==> src/rtl/truth_table_sweep_3inputs_pkg.sv <==
// Shared types and helpers for the 3-input truth-table sweep stage.
// Holds the FSM state encoding, vector count and index-to-pin mapping.
package truth_table_pkg;

    typedef enum logic [1:0] {
        IDLE = 2'd0,
        RUN  = 2'd1,
        DONE = 2'd2
    } state_t;

    localparam int unsigned NUM_VECTORS = 8;
    localparam logic [2:0]  LAST_IDX    = 3'(NUM_VECTORS - 1);

    typedef struct packed {
        logic a;
        logic b;
        logic c;
    } abc_t;

    // Vector index i maps to {a,b,c} = i, a being the MSB.
    function automatic abc_t vec_to_abc(input logic [2:0] idx);
        abc_t v;
        v.a = idx[2];
        v.b = idx[1];
        v.c = idx[0];
        return v;
    endfunction

endpackage

==> src/rtl/truth_table_sweep_3inputs_hold.sv <==
// Per-vector hold timer: counts clocks while enabled and flags the final
// hold cycle, wrapping to zero so the next vector starts a fresh window.
module sweep_hold_counter #(
    parameter int unsigned HOLD_CYCLES = 100,
    parameter int unsigned CNT_W       = 16
) (
    input  logic clk,
    input  logic rst_n,
    input  logic clear,
    input  logic enable,
    output logic last
);

    localparam logic [CNT_W-1:0] LAST_CNT = CNT_W'(HOLD_CYCLES - 1);

    logic [CNT_W-1:0] count;

    always_ff @(posedge clk) begin
        if (!rst_n) begin
            count <= '0;
        end else if (clear) begin
            count <= '0;
        end else if (enable) begin
            count <= last ? '0 : count + CNT_W'(1);
        end
    end

    assign last = (count == LAST_CNT);

endmodule

==> src/rtl/truth_table_sweep_3inputs.sv <==
// Clocked sweep of all eight {a,b,c} vectors into a truth-table block,
// capturing y per vector and comparing the result against a golden word.
module truth_table_sweep_3inputs
    import truth_table_pkg::*;
#(
    parameter int unsigned HOLD_CYCLES = 100,
    parameter int unsigned CNT_W       = 16
) (
    input  logic       clk,
    input  logic       rst_n,
    input  logic       start,
    input  logic [7:0] expected,
    input  logic       y,
    output logic       a,
    output logic       b,
    output logic       c,
    output logic       busy,
    output logic       done,
    output logic [7:0] table_out,
    output logic       pass
);

    state_t     state, state_nx;
    logic [2:0] idx;
    abc_t       abc_q;
    logic       hold_last;
    logic       hold_clear;
    logic       hold_en;

    // Counter sits at zero outside RUN so every sweep opens a full window.
    assign hold_clear = (state != RUN);
    assign hold_en    = (state == RUN);

    sweep_hold_counter #(
        .HOLD_CYCLES (HOLD_CYCLES),
        .CNT_W       (CNT_W)
    ) u_hold (
        .clk    (clk),
        .rst_n  (rst_n),
        .clear  (hold_clear),
        .enable (hold_en),
        .last   (hold_last)
    );

    always_comb begin
        state_nx = state;
        unique case (state)
            IDLE: if (start) state_nx = RUN;
            RUN:  if (hold_last && idx == LAST_IDX) state_nx = DONE;
            DONE: if (start) state_nx = RUN;
            default: state_nx = IDLE;
        endcase
    end

    always_ff @(posedge clk) begin
        if (!rst_n) begin
            state     <= IDLE;
            idx       <= '0;
            abc_q     <= '0;
            busy      <= 1'b0;
            done      <= 1'b0;
            table_out <= '0;
        end else begin
            state <= state_nx;
            busy  <= (state_nx == RUN);
            done  <= (state_nx == DONE);
            unique case (state)
                IDLE, DONE: begin
                    if (start) begin
                        idx       <= '0;
                        abc_q     <= vec_to_abc(3'd0);
                        table_out <= '0;
                    end
                end
                RUN: begin
                    if (hold_last) begin
                        table_out[idx] <= y;
                        // Final vector stays on the pins while DONE.
                        if (idx != LAST_IDX) begin
                            idx   <= idx + 3'd1;
                            abc_q <= vec_to_abc(idx + 3'd1);
                        end
                    end
                end
                default: ;
            endcase
        end
    end

    assign {a, b, c} = abc_q;
    assign pass      = done && (table_out == expected);

endmodule

==> config.mk <==
export PLATFORM = sky130hd
export DESIGN_NAME = truth_table_sweep_3inputs
export DESIGN_NICKNAME = d
export VERILOG_FILES = /design/src/rtl/truth_table_sweep_3inputs_pkg.sv /design/src/rtl/truth_table_sweep_3inputs_hold.sv /design/src/rtl/truth_table_sweep_3inputs.sv
export SDC_FILE = /design/constraint.sdc
export NUM_CORES = 1
export LEC_CHECK = 0
export ABC_AREA = 1
export CAP_MARGIN = 20
export CORE_UTILIZATION = 30
export DETAILED_ROUTE_END_ITERATION = 8
export SYNTH_ARGS = -nofsm -noshare
export SYNTH_HDL_FRONTEND = slang
export SYNTH_HIERARCHICAL = 1
export SYNTH_SLANG_ARGS = --single-unit
==> constraint.sdc <==
create_clock -name clk -period 1.85 [get_ports clk]
set_clock_uncertainty 0.2 [all_clocks]
set_input_delay 0.185 -clock clk [delete_from_list [all_inputs] [get_ports clk]]
set_output_delay 0.185 -clock clk [all_outputs]
set_load 0.01 [all_outputs]
==> impl_metrics.toml, run 1 <==
[logic_synthesis]
synthCells = 273
synth-edff-count = 0
syn_area_per_cell_um2 = 6.54
synth_area_um2 = 1790
async_reset_ff_share_pct = 0
synth_flop_cell = "dfxtp_1"
syn_nets = 288
ys.warnings.count = 6
yosysSeqAreaShare_pct = 34.7
ys_types = 27
ys_seq_elements = 31

[critical_path]
crit_path_cell_trace = "nor4_4 -> nand4_1 -> nor2_4 -> nand3_4 -> nand2_4 -> nand2_1 -> nand2_1 -> a21oi_1"
worstPathRequired_ps = 1810
worst_path_most_repeated_cell = "nand2_1"
end_kind = "flop"
r2r_end = "table_out[3]"
path_max_fanout = 6
slowest_delay_ps = 340
arrival_ps = 1750
start_kind = "flop"
worst-setup-path-type = "flop to flop"
r2r_start = "u_hold/count[14]"
setup.worst_path.start = "u_hold/count[14]"
rrSetupSlack_ps = 60
cp_slowest_cell = "dfxtp_2"
worst-r2r-cell-count = 8

[global_routing]
antenna_found_initial = 0
grt_max_degree = 13
grt_pass1_vias = 1604
grt.total_usage_pct = 14.2
overflow = 0
grt_pass1_wl_um = 7040

[floorplanning]
die_area_um2 = 6270
ios = 26
start_util_pct = 31.9
core_um2 = 5610
fp.dieH_um = 79.2
die_width_um = 79.2
placementRows = 27

[power_and_ir_drop]
combPwrFrac_pct = 9.6
switching_power_w = 0.000330
internal_power_w = 0.00102
power_frac_seq_pct = 50.1
switching_share_pct = 24.4
power_density_nw_per_um2 = 564
power_w = 0.00135
pwr-share-clk_pct = 40.3
irDropWorstVdd_mv = 0.316
p_leak_nw = 0.957

[routing]
viasPerCell = 4.52
drc = 0
drt_iter0_markers = 92
drt_wl_total_um = 4230
post_drt_wl_per_cell_um = 10.8
first_pass_iters = 4
ant_nets = 0
via_count = 1766

[cells_and_area]
final_cell_mix = "61 x nand2_1, 41 x nor2_1, 33 x inv_1"
area_delta_synth_final_pct = 34.2
instances_no_fill = 391
fillers = 611
nNetsFinal = 334
fin_area_um2 = 2400
final_common_cell = "nand2_1"
layout.area.seq_um2 = 623
multiInputGateArea_um2 = 1070
final_layout_size_suffix_gt1_share_pct = 18.8
diodes = 0

[clock_network]
cts_tree = "yes"
post_cts_buffers = 0
clock_sink_count = 31
htreeDepth = 2
root_buffer = "clkbuf_8"
cts-buffers-inserted = 5
clock_path_buffers = 2
clk_latency_ps = 280
clkTransAtPathRegs_ps = 70

[min_path]
hold_end = "table_out[5]"
hold_path_class = "flop to flop"
hold_depth = 2
worstHoldStart = "table_out[5]"

[timing]
hold_violations = 0
rsz0062_at_grt = "true"
setup_viol = 0
fin_crit_ps = 1790
final-max-slew-violation-count = 0
min_period_over_period_pct = 96.9
slew_headroom_pct = 71.3
max_freq_mhz = 558
tightest_slew_ps = 425

[outcome]
status = "completed"

[place]
dpl.cell_count = 383
dp_hpwl_um = 3110
place_congestion = 0.830
portBuffers = 25
placed_area_um2 = 2220

[run]
maxCapViolCount = 0
==> per-stage QoR <==
stage / TNS (ps) / hold slack (ps) / util [%] / setup WS (ps)
floorplan: 0 / 114 / - / 195
global placement: -601 / 278 / 39.7 / -158
detailed placement: -816 / 280 / 39.7 / -159
CTS: 0 / 292 / 41.5 / 4.26
global route: -448 / 318 / 42.7 / -63.8
finish: 0 / 295 / 42.7 / 57.0
==> synthesized netlist by cell type (2+ instances only) <==
cell / number / area share, %
nor2_4: 4 / 2.5
nand2_1: 64 / 13
nand2_2: 8 / 2.8
xor2_1: 6 / 2.9
nand4_1: 4 / 1.4
ha_1: 3 / 2.1
nor4_1: 2 / 0.70
inv_2: 6 / 1.3
a21oi_1: 15 / 4.2
inv_1: 34 / 7.1
dfxtp_1: 31 / 35
o21ai_0: 4 / 1.1
xnor2_1: 3 / 1.5
nand3_1: 24 / 6.7
nor2_2: 4 / 1.4
nor3b_1: 3 / 1.3
nor2_1: 42 / 8.8
nor3_1: 7 / 2.0
==> flip-flops by register name (all words and copies together) (netlist names) <==
name	flops
busy	1
done	1
idx	3
state	2
table_out	8
u_hold/count	16
==> cell families (layout without fill, tap and decap cells) <==
kind of cell    after synthesis  count (layout)  synth area share [%]
compound gates               22              22                  6.37
xor+xnor                      9               9                  4.41
buf+inv                      44              89                  10.2
fa+ha+maj                     3               3                  2.10
flops                        31              31                  34.7
simple gates                164             165                  42.2
==> what timing repair did <==
action / in CTS / in global routing
hold buffers: 0 / 0
pin swaps: 0 / 14
gates resized for setup: 6 / 14
endpoints found under the setup margin: 12 / 12
gates cloned: 0 / 1
==> power by group through the flow <==
stage	logic (W)	clock network (W)	registers, W
after global placement	0.000118	0	0.000693
after floorplan	0.0000680	0	0.000695
after global routing	0.000145	0.000596	0.000677
after detailed placement	0.000118	0	0.000692
final	0.000130	0.000545	0.000677
after CTS	0.000120	0.000564	0.000677
==> how the worst max path moves through the flow <==
stage          slack (ps)            to  depth (start not counted)
3_5_place_dp         -160          pass                          8
2_1_floorplan         190  table_out[4]                          9
6_report               60  table_out[3]                          8
4_1_cts                 4        idx[2]                          8
3_3_place_gp         -160          pass                          8
5_1_grt               -60  table_out[0]                          8
==> final cells by class <==
class,instances,area share [%]
clock buffer,6,3.44
multi-input combinational,199,44.5
tap,72,3.76
sequential,31,26.0
timing repair buffer,41,15.4
clock inverter,1,0.209
inverter,41,6.63
==> metal layers <==
metal  track usage, %  vias to the layer above  wire (um)
li1                 -                      947          -
met1             19.7                      792       2170
met2             22.2                       21       1920
met3             2.41                        6         88
met4             4.91                        0         53
met5                0                        -          0
==> critical path: cells and delay by family, from the launching register on <==
| kind | cells | cell delay, ps |
|---|---|---|
| simple gates | 7 | 1070 |
| compound gates | 1 | 60 |
| flops | 1 | 340 |
Power figures use the tool's default switching activity.
==> run 2, diff against run 1 <==
CORE_UTILIZATION = 53   (was 30)
PLACE_DENSITY = 0.79   (was default)
SYNTH_HIERARCHICAL = default   (was 1)
==> run 2 against run 1 <==
  * The flow now finishes with violations (DRC)
  * Wire length fell by 26%
  * Final cell count fell by 26%
  * Combinational power rose by 18%
  * Non-clock buffer count fell by 6
  * First-iteration DRC count fell by 43%
  * Setup slack improved by 45 ps
  * Synthesized cell count fell by 19%
  * Clock power fell by 16%
  * Critical path depth fell by 4
  * Utilization rose by 29 points
  * Flip-flop and latch count did not move
  * Total power fell by 4.6%
  * Critical endpoint is now pass
==> impl_metrics.toml, run 2 <==
[logic_synthesis]
synth-edff-count = 0
synth_area_um2 = 1640
syn_nets = 236
yosysMostFrequentCell = "nand2_1"
async_reset_ff_share_pct = 0
synth.top_cells.by_area = "dfxtp_1 38%, nand2_1 9.6%, nor2_1 6.4%, inv_1 5.3%, a21oi_1 5.2%"
synth_top_area_cell = "dfxtp_1"
syn_area_per_cell_um2 = 7.44
ys_types = 38
ys.warnings.count = 0
synthCells = 221
synthTopCellsByCount = "42 x nand2_1, 31 x dfxtp_1, 28 x nor2_1, 23 x inv_1, 17 x a21oi_1"
ys_seq_elements = 31
synth_top_cell_area_share_pct = 37.7
synth_flop_cell = "dfxtp_1"
yosysSeqAreaShare_pct = 37.7

[routing]
drt_wl_total_um = 3110
drt_iter0_markers = 52
ant_nets = 0
post_drt_wl_per_cell_um = 10.8
first_pass_iters = 6
viasPerCell = 5.15
drc = 4
via_count = 1483

[timing]
fin_ws_ps = 102
hold_ws_ps = 279
min_period_over_period_pct = 94.5
hold_violations = 0
rsz0062_at_grt = "false"
tns_ps = 0
tightest_slew_ps = 417
setup_viol = 0
max_freq_mhz = 572
slew_headroom_pct = 72.2
fin_crit_ps = 1750
final-max-slew-violation-count = 0

[cells_and_area]
finish.utilization_pct = 71.4
fillers = 234
nNetsFinal = 271
top_register = "u_hold.count"
biggestRegsByFlops = "u_hold.count x16, table_out x8, idx x3"
largest_register_ffs = 16
area_delta_synth_final_pct = 24.0
layout.area.seq_um2 = 622
final_cell_mix = "42 x nand2_1, 30 x dfxtp_1, 28 x nor2_1"
final_common_cell = "nand2_1"
multiInputGateArea_um2 = 893
final_layout_size_suffix_gt1_share_pct = 16.0
diodes = 0
instances_no_fill = 288

[min_path]
hold_path_class = "input pin to flop"

[critical_path]
worstPathRequired_ps = 1460
worstSetupEndpoint = "pass"
arrival_ps = 1360
end_kind = "output pin"
worst-setup-path-type = "flop to output pin"
r2r_end = "idx[2]"
setup.worst_path.start = "table_out[3]"
path_max_fanout = 2
r2r_start = "u_hold.count[1]"
rrSetupSlack_ps = 150
worst-r2r-cell-count = 8
start_kind = "flop"

[place]
portBuffers = 25
dpl.cell_count = 280
dp_hpwl_um = 2310
place_congestion = 0.814
dp_slack_ps = -292

[outcome]
status = "finished with violations"
violations = "DRC"

[floorplanning]
die_area_um2 = 3330
die_width_um = 57.7
placementRows = 19
ios = 26
fp.dieH_um = 57.7
start_util_pct = 57.6
core_um2 = 2850

[global_routing]
grt_pass1_vias = 1278
met2_usage_pct = 32.7
grt-busiest-layer = "met2"
overflow = 0
grt_max_degree = 22
grt_pass1_wl_um = 5350
globalRouteMet1Util_pct = 27.1
grt.total_usage_pct = 21.1
met3_usage_pct = 7.59
antenna_found_initial = 0

[clock_network]
holdBufCountCts = 0
clock_sink_count = 31
root_buffer = "clkbuf_4"
clk_latency_ps = 340
cts_tree = "yes"
htreeDepth = 2
clkTransAtPathRegs_ps = 100
cts-buffers-inserted = 5
clock_path_buffers = 2

[run]
maxCapViolCount = 0

[power_and_ir_drop]
power_density_nw_per_um2 = 633
p_leak_nw = 0.817
irDropWorstVdd_mv = 0.482
## run 2: changes by cell type after synthesis, moves of 3 or more
| cell | previous run | this run |
|---|---|---|
| nand3_2 | 1 | 5 |
| nor3_1 | 7 | 4 |
| nand3_1 | 24 | 16 |
| inv_2 | 6 | 1 |
| nor2_1 | 42 | 28 |
| inv_1 | 34 | 23 |
| or2_0 | 0 | 4 |
| nand2_2 | 8 | 3 |
| nand2_1 | 64 | 42 |
## run 2: routing by layer
metal / routed length (um) / share of wire, %
met1: 1510 / 48
met3: 114 / 3.7
met2: 1420 / 46
met4: 67 / 2.2
met5: 0 / 0
## run 2: stage by stage
step | area (um^2) | total power (W)
after CTS | 2030 | 0.00130
after floorplan | 1640 | 0.000796
final | 2040 | 0.00129
after global placement | 1960 | 0.000842
after global routing | 2040 | 0.00134
after detailed placement | 1960 | 0.000844
## run 2: kinds of logic after synthesis
family,after synthesis,synth area share [%]
AND/OR/NAND/NOR,117,36.2
buffers and inverters,32,8.83
AO/OA/AOI/OAI,31,11.2
flip-flops,31,37.7
XOR/XNOR,7,3.73
adder cells (fa/ha/maj),3,2.28
## run 2: final cells by class
type / count / area share, %
multi-input cells: 158 / 43.8
well taps: 31 / 1.90
flip-flops and latches: 31 / 30.5
repair buffers: 35 / 15.7
inverters: 25 / 4.67
clock buffers: 8 / 3.38
## run 2: worst min path at each step
| stage | from | endpoint | slack (ps) | depth (start not counted) |
|---|---|---|---|---|
| floorplan | rst_n | idx[0] | 110 | 2 |
| CTS | rst_n | idx[0] | 260 | 3 |
| detailed placement | table_out[4] | table_out[4] | 280 | 2 |
| finish | rst_n | idx[0] | 280 | 3 |
| global route | rst_n | idx[0] | 280 | 3 |
| global placement | u_hold.count[11] | u_hold.count[11] | 280 | 1 |
## run 2: repair_timing
action | 4_1_cts | 5_1_grt
setup buffers | 0 | 0
gates resized for setup | 6 | 1
endpoints found under the setup margin | 1 | 5
## run 2: where the power goes
| part | leakage (nW) | switching (W) | internal [W] |
|---|---|---|---|
| combinational | 0.527 | 0.0000858 | 0.0000671 |
| clock | 0.0386 | 0.000233 | 0.000223 |
| sequential | 0.251 | 0.00000446 | 0.000676 |
| total | 0.817 | 0.000323 | 0.000966 |
## run 2: worst max-delay path, cell delays in order, from the launching register on
cell and delay (ps):
dfxtp_1 340, inv_1 60, a22o_1 220, nor4_2 250, buf_2 170
==> edit, RTL diff (settings of run 1) <==
`CNT_W` is set to 16 in 2 places; all go to 32.
--- a/src/rtl/truth_table_sweep_3inputs_hold.sv
+++ b/src/rtl/truth_table_sweep_3inputs_hold.sv
@@ -2,7 +2,7 @@
 // hold cycle, wrapping to zero so the next vector starts a fresh window.
 module sweep_hold_counter #(
     parameter int unsigned HOLD_CYCLES = 100,
-    parameter int unsigned CNT_W       = 16
+    parameter int unsigned CNT_W       = 32
 ) (
     input  logic clk,
     input  logic rst_n,
--- a/src/rtl/truth_table_sweep_3inputs.sv
+++ b/src/rtl/truth_table_sweep_3inputs.sv
@@ -4,7 +4,7 @@
     import truth_table_pkg::*;
 #(
     parameter int unsigned HOLD_CYCLES = 100,
-    parameter int unsigned CNT_W       = 16
+    parameter int unsigned CNT_W       = 32
 ) (
     input  logic       clk,
     input  logic       rst_n,
Check against the original RTL: same outputs for any inputs over 10 cycles, from zero or initial values and one cycle with rst_n low; that may be too few to reach the edited logic, so the function may still have changed.
==> edit against run 1 <==
Total power is 43% higher; non-clock buffer count up 28; cell area grew 58%; routed wire length increased by 76%; critical path type unchanged; worst setup slack gained 0.021 ns; synthesized area is 59% higher; fmax grew 1.2%; sequential cell count is 16 higher.
==> edit: results (changes against run 1) <==
Met3 Routed Length 218 µm (+150%); CP Capture Type register; FF-to-FF End u_hold/count[26]; drt first pass iters 4 (unchanged); Layout fillers 967 (+58%); leak pwr 0.00155 µW (+62%); GPL Wtd Cong 0.909 (+9.6%); DR vias 2948 (+67%); met1 GRT Util 21.3% (+1.6 points); nets 533 (+60%); worst-skew pair later-pin latency 0.30 ns (+0.02 ns); Slew Limit Fails 0 (unchanged); met2 GRT Util 25.6% (+3.4 points); worst reg2reg setup slack 0.08 ns (+0.02 ns); largest registers u_hold/count (32), table_out (8), idx (3); dpl ws -0.149 ns (+0.00963 ns); depth of the CTS H-tree 2 (unchanged); Post-synth top cells nand2_1, nor2_1, inv_1, dfxtp_1, nand3_1; post-cts sizing count 8 (+2); VDD IR max 0.323 mV (+2.2%); DRT met1 WL 3760 µm (+73%); Inserted Diodes 0 (unchanged); R2R cell count 10 (+2); part of the Yosys area used for sequential elements 33.2% (-1.5 points); DRT Wirelength 7420 µm (+76%); Worst Min Path Start table_out[3]; Mapped Cells 445 (+63%); crit path max fanout 9 (+3); clock tree buffer depth 2 (unchanged); met2 routed WL 3290 µm (+72%); fin crit period 1.77 ns (-0.0210 ns); WS Path Type register to register; initial antenna violation count 0 (unchanged); Post-synth ARST share 0% (unchanged); top layer in use met4; vias in the first global route 2749 (+71%); Total GRT Usage 15.6% (+1.4 points); run status finished clean; Worst Max-Slew Pin Slew 0.427 ns (+0.00142 ns); WHS Path Cells 2 (unchanged); largest net degree at the start of global routing 18 (+5); DP HPWL 5720 µm (+84%); detailed-route wire length per cell 11.8 µm (+8.9%); post-synthesis net count 460 (+60%); Switching Share 23.7% (-0.74 points); met3 Use GR 2.32% (-0.095 points); main area contributors after synthesis dfxtp_1, nand2_1, nor2_1; placed cell count 618 (+61%); WP data arrival 1.78 ns (+0.03 ns); Hold EP table_out[3]; layout cells sized above 1 24.5% (+5.7 points); FF-to-FF Start state[1]; first-pass GRT wire length 12300 µm (+75%); total CTS buffers 5 (unchanged); number of DRC markers in iteration 0 144 (+57%); Synth cell types 28 (+3.7%); Worst-path clk slew 0.10 ns (+0.03 ns)
[edit: cell count changes after synthesis, moves of 6 or more]
cell / run 1 / this run
dfxtp_1: 31 / 47
nor2_1: 42 / 96
inv_1: 34 / 50
nand3_1: 24 / 39
xor2_1: 6 / 12
nand2_1: 64 / 111
[edit: worst max-delay path, stage by stage (launching register included)]
cell      delay [ns]
dfxtp_1         0.33
inv_2           0.09
nand2_2         0.08
clkinv_4        0.10
nand2_2         0.09
nor2_4          0.20
nand3_2         0.17
nor2_2          0.17
nand3_1         0.09
nand3_1         0.10
nor2_1          0.04
[edit: final cells by class]
class	instances	area (µm²)	share of cell area, %
Multi-Input combinational cell	339	1780	47.0
Tap cell	111	139	3.66
Inverter	56	215	5.67
Clock buffer	5	68.8	1.81
Clock inverter	3	43.8	1.15
Sequential cell	47	963	25.4
Timing Repair Buffer	69	581	15.3
[edit: kinds of logic (layout without fill, tap and decap cells)]
| group | Yosys count | count (layout) | share of synthesized area [%] |
|---|---|---|---|
| buffers and inverters | 60 | 133 | 8.66 |
| adder cells (fa/ha/maj) | 3 | 3 | 1.33 |
| XOR/XNOR | 20 | 20 | 6.18 |
| AND/OR/NAND/NOR | 287 | 288 | 45.3 |
| AO/OA/AOI/OAI | 27 | 27 | 4.99 |
| multiplexers | 1 | 1 | 0.353 |
| flip-flops | 47 | 47 | 33.2 |
[edit: power groups by stage]
stage	Clock (µW)	Sequential (µW)	Combinational, µW
3_3_place_gp	0	1040	133
6_report	776	1020	143
2_1_floorplan	0	1050	76.8
5_1_grt	846	1020	159
4_1_cts	808	1020	136
3_5_place_dp	0	1040	134
[edit: stage by stage]
stage	hold WS, ns	cell area (µm²)
after floorplan	0.114	2830
final	0.289	3790
after detailed placement	0.286	3500
after global placement	0.280	3500
after CTS	0.297	3630
after global routing	0.312	3790
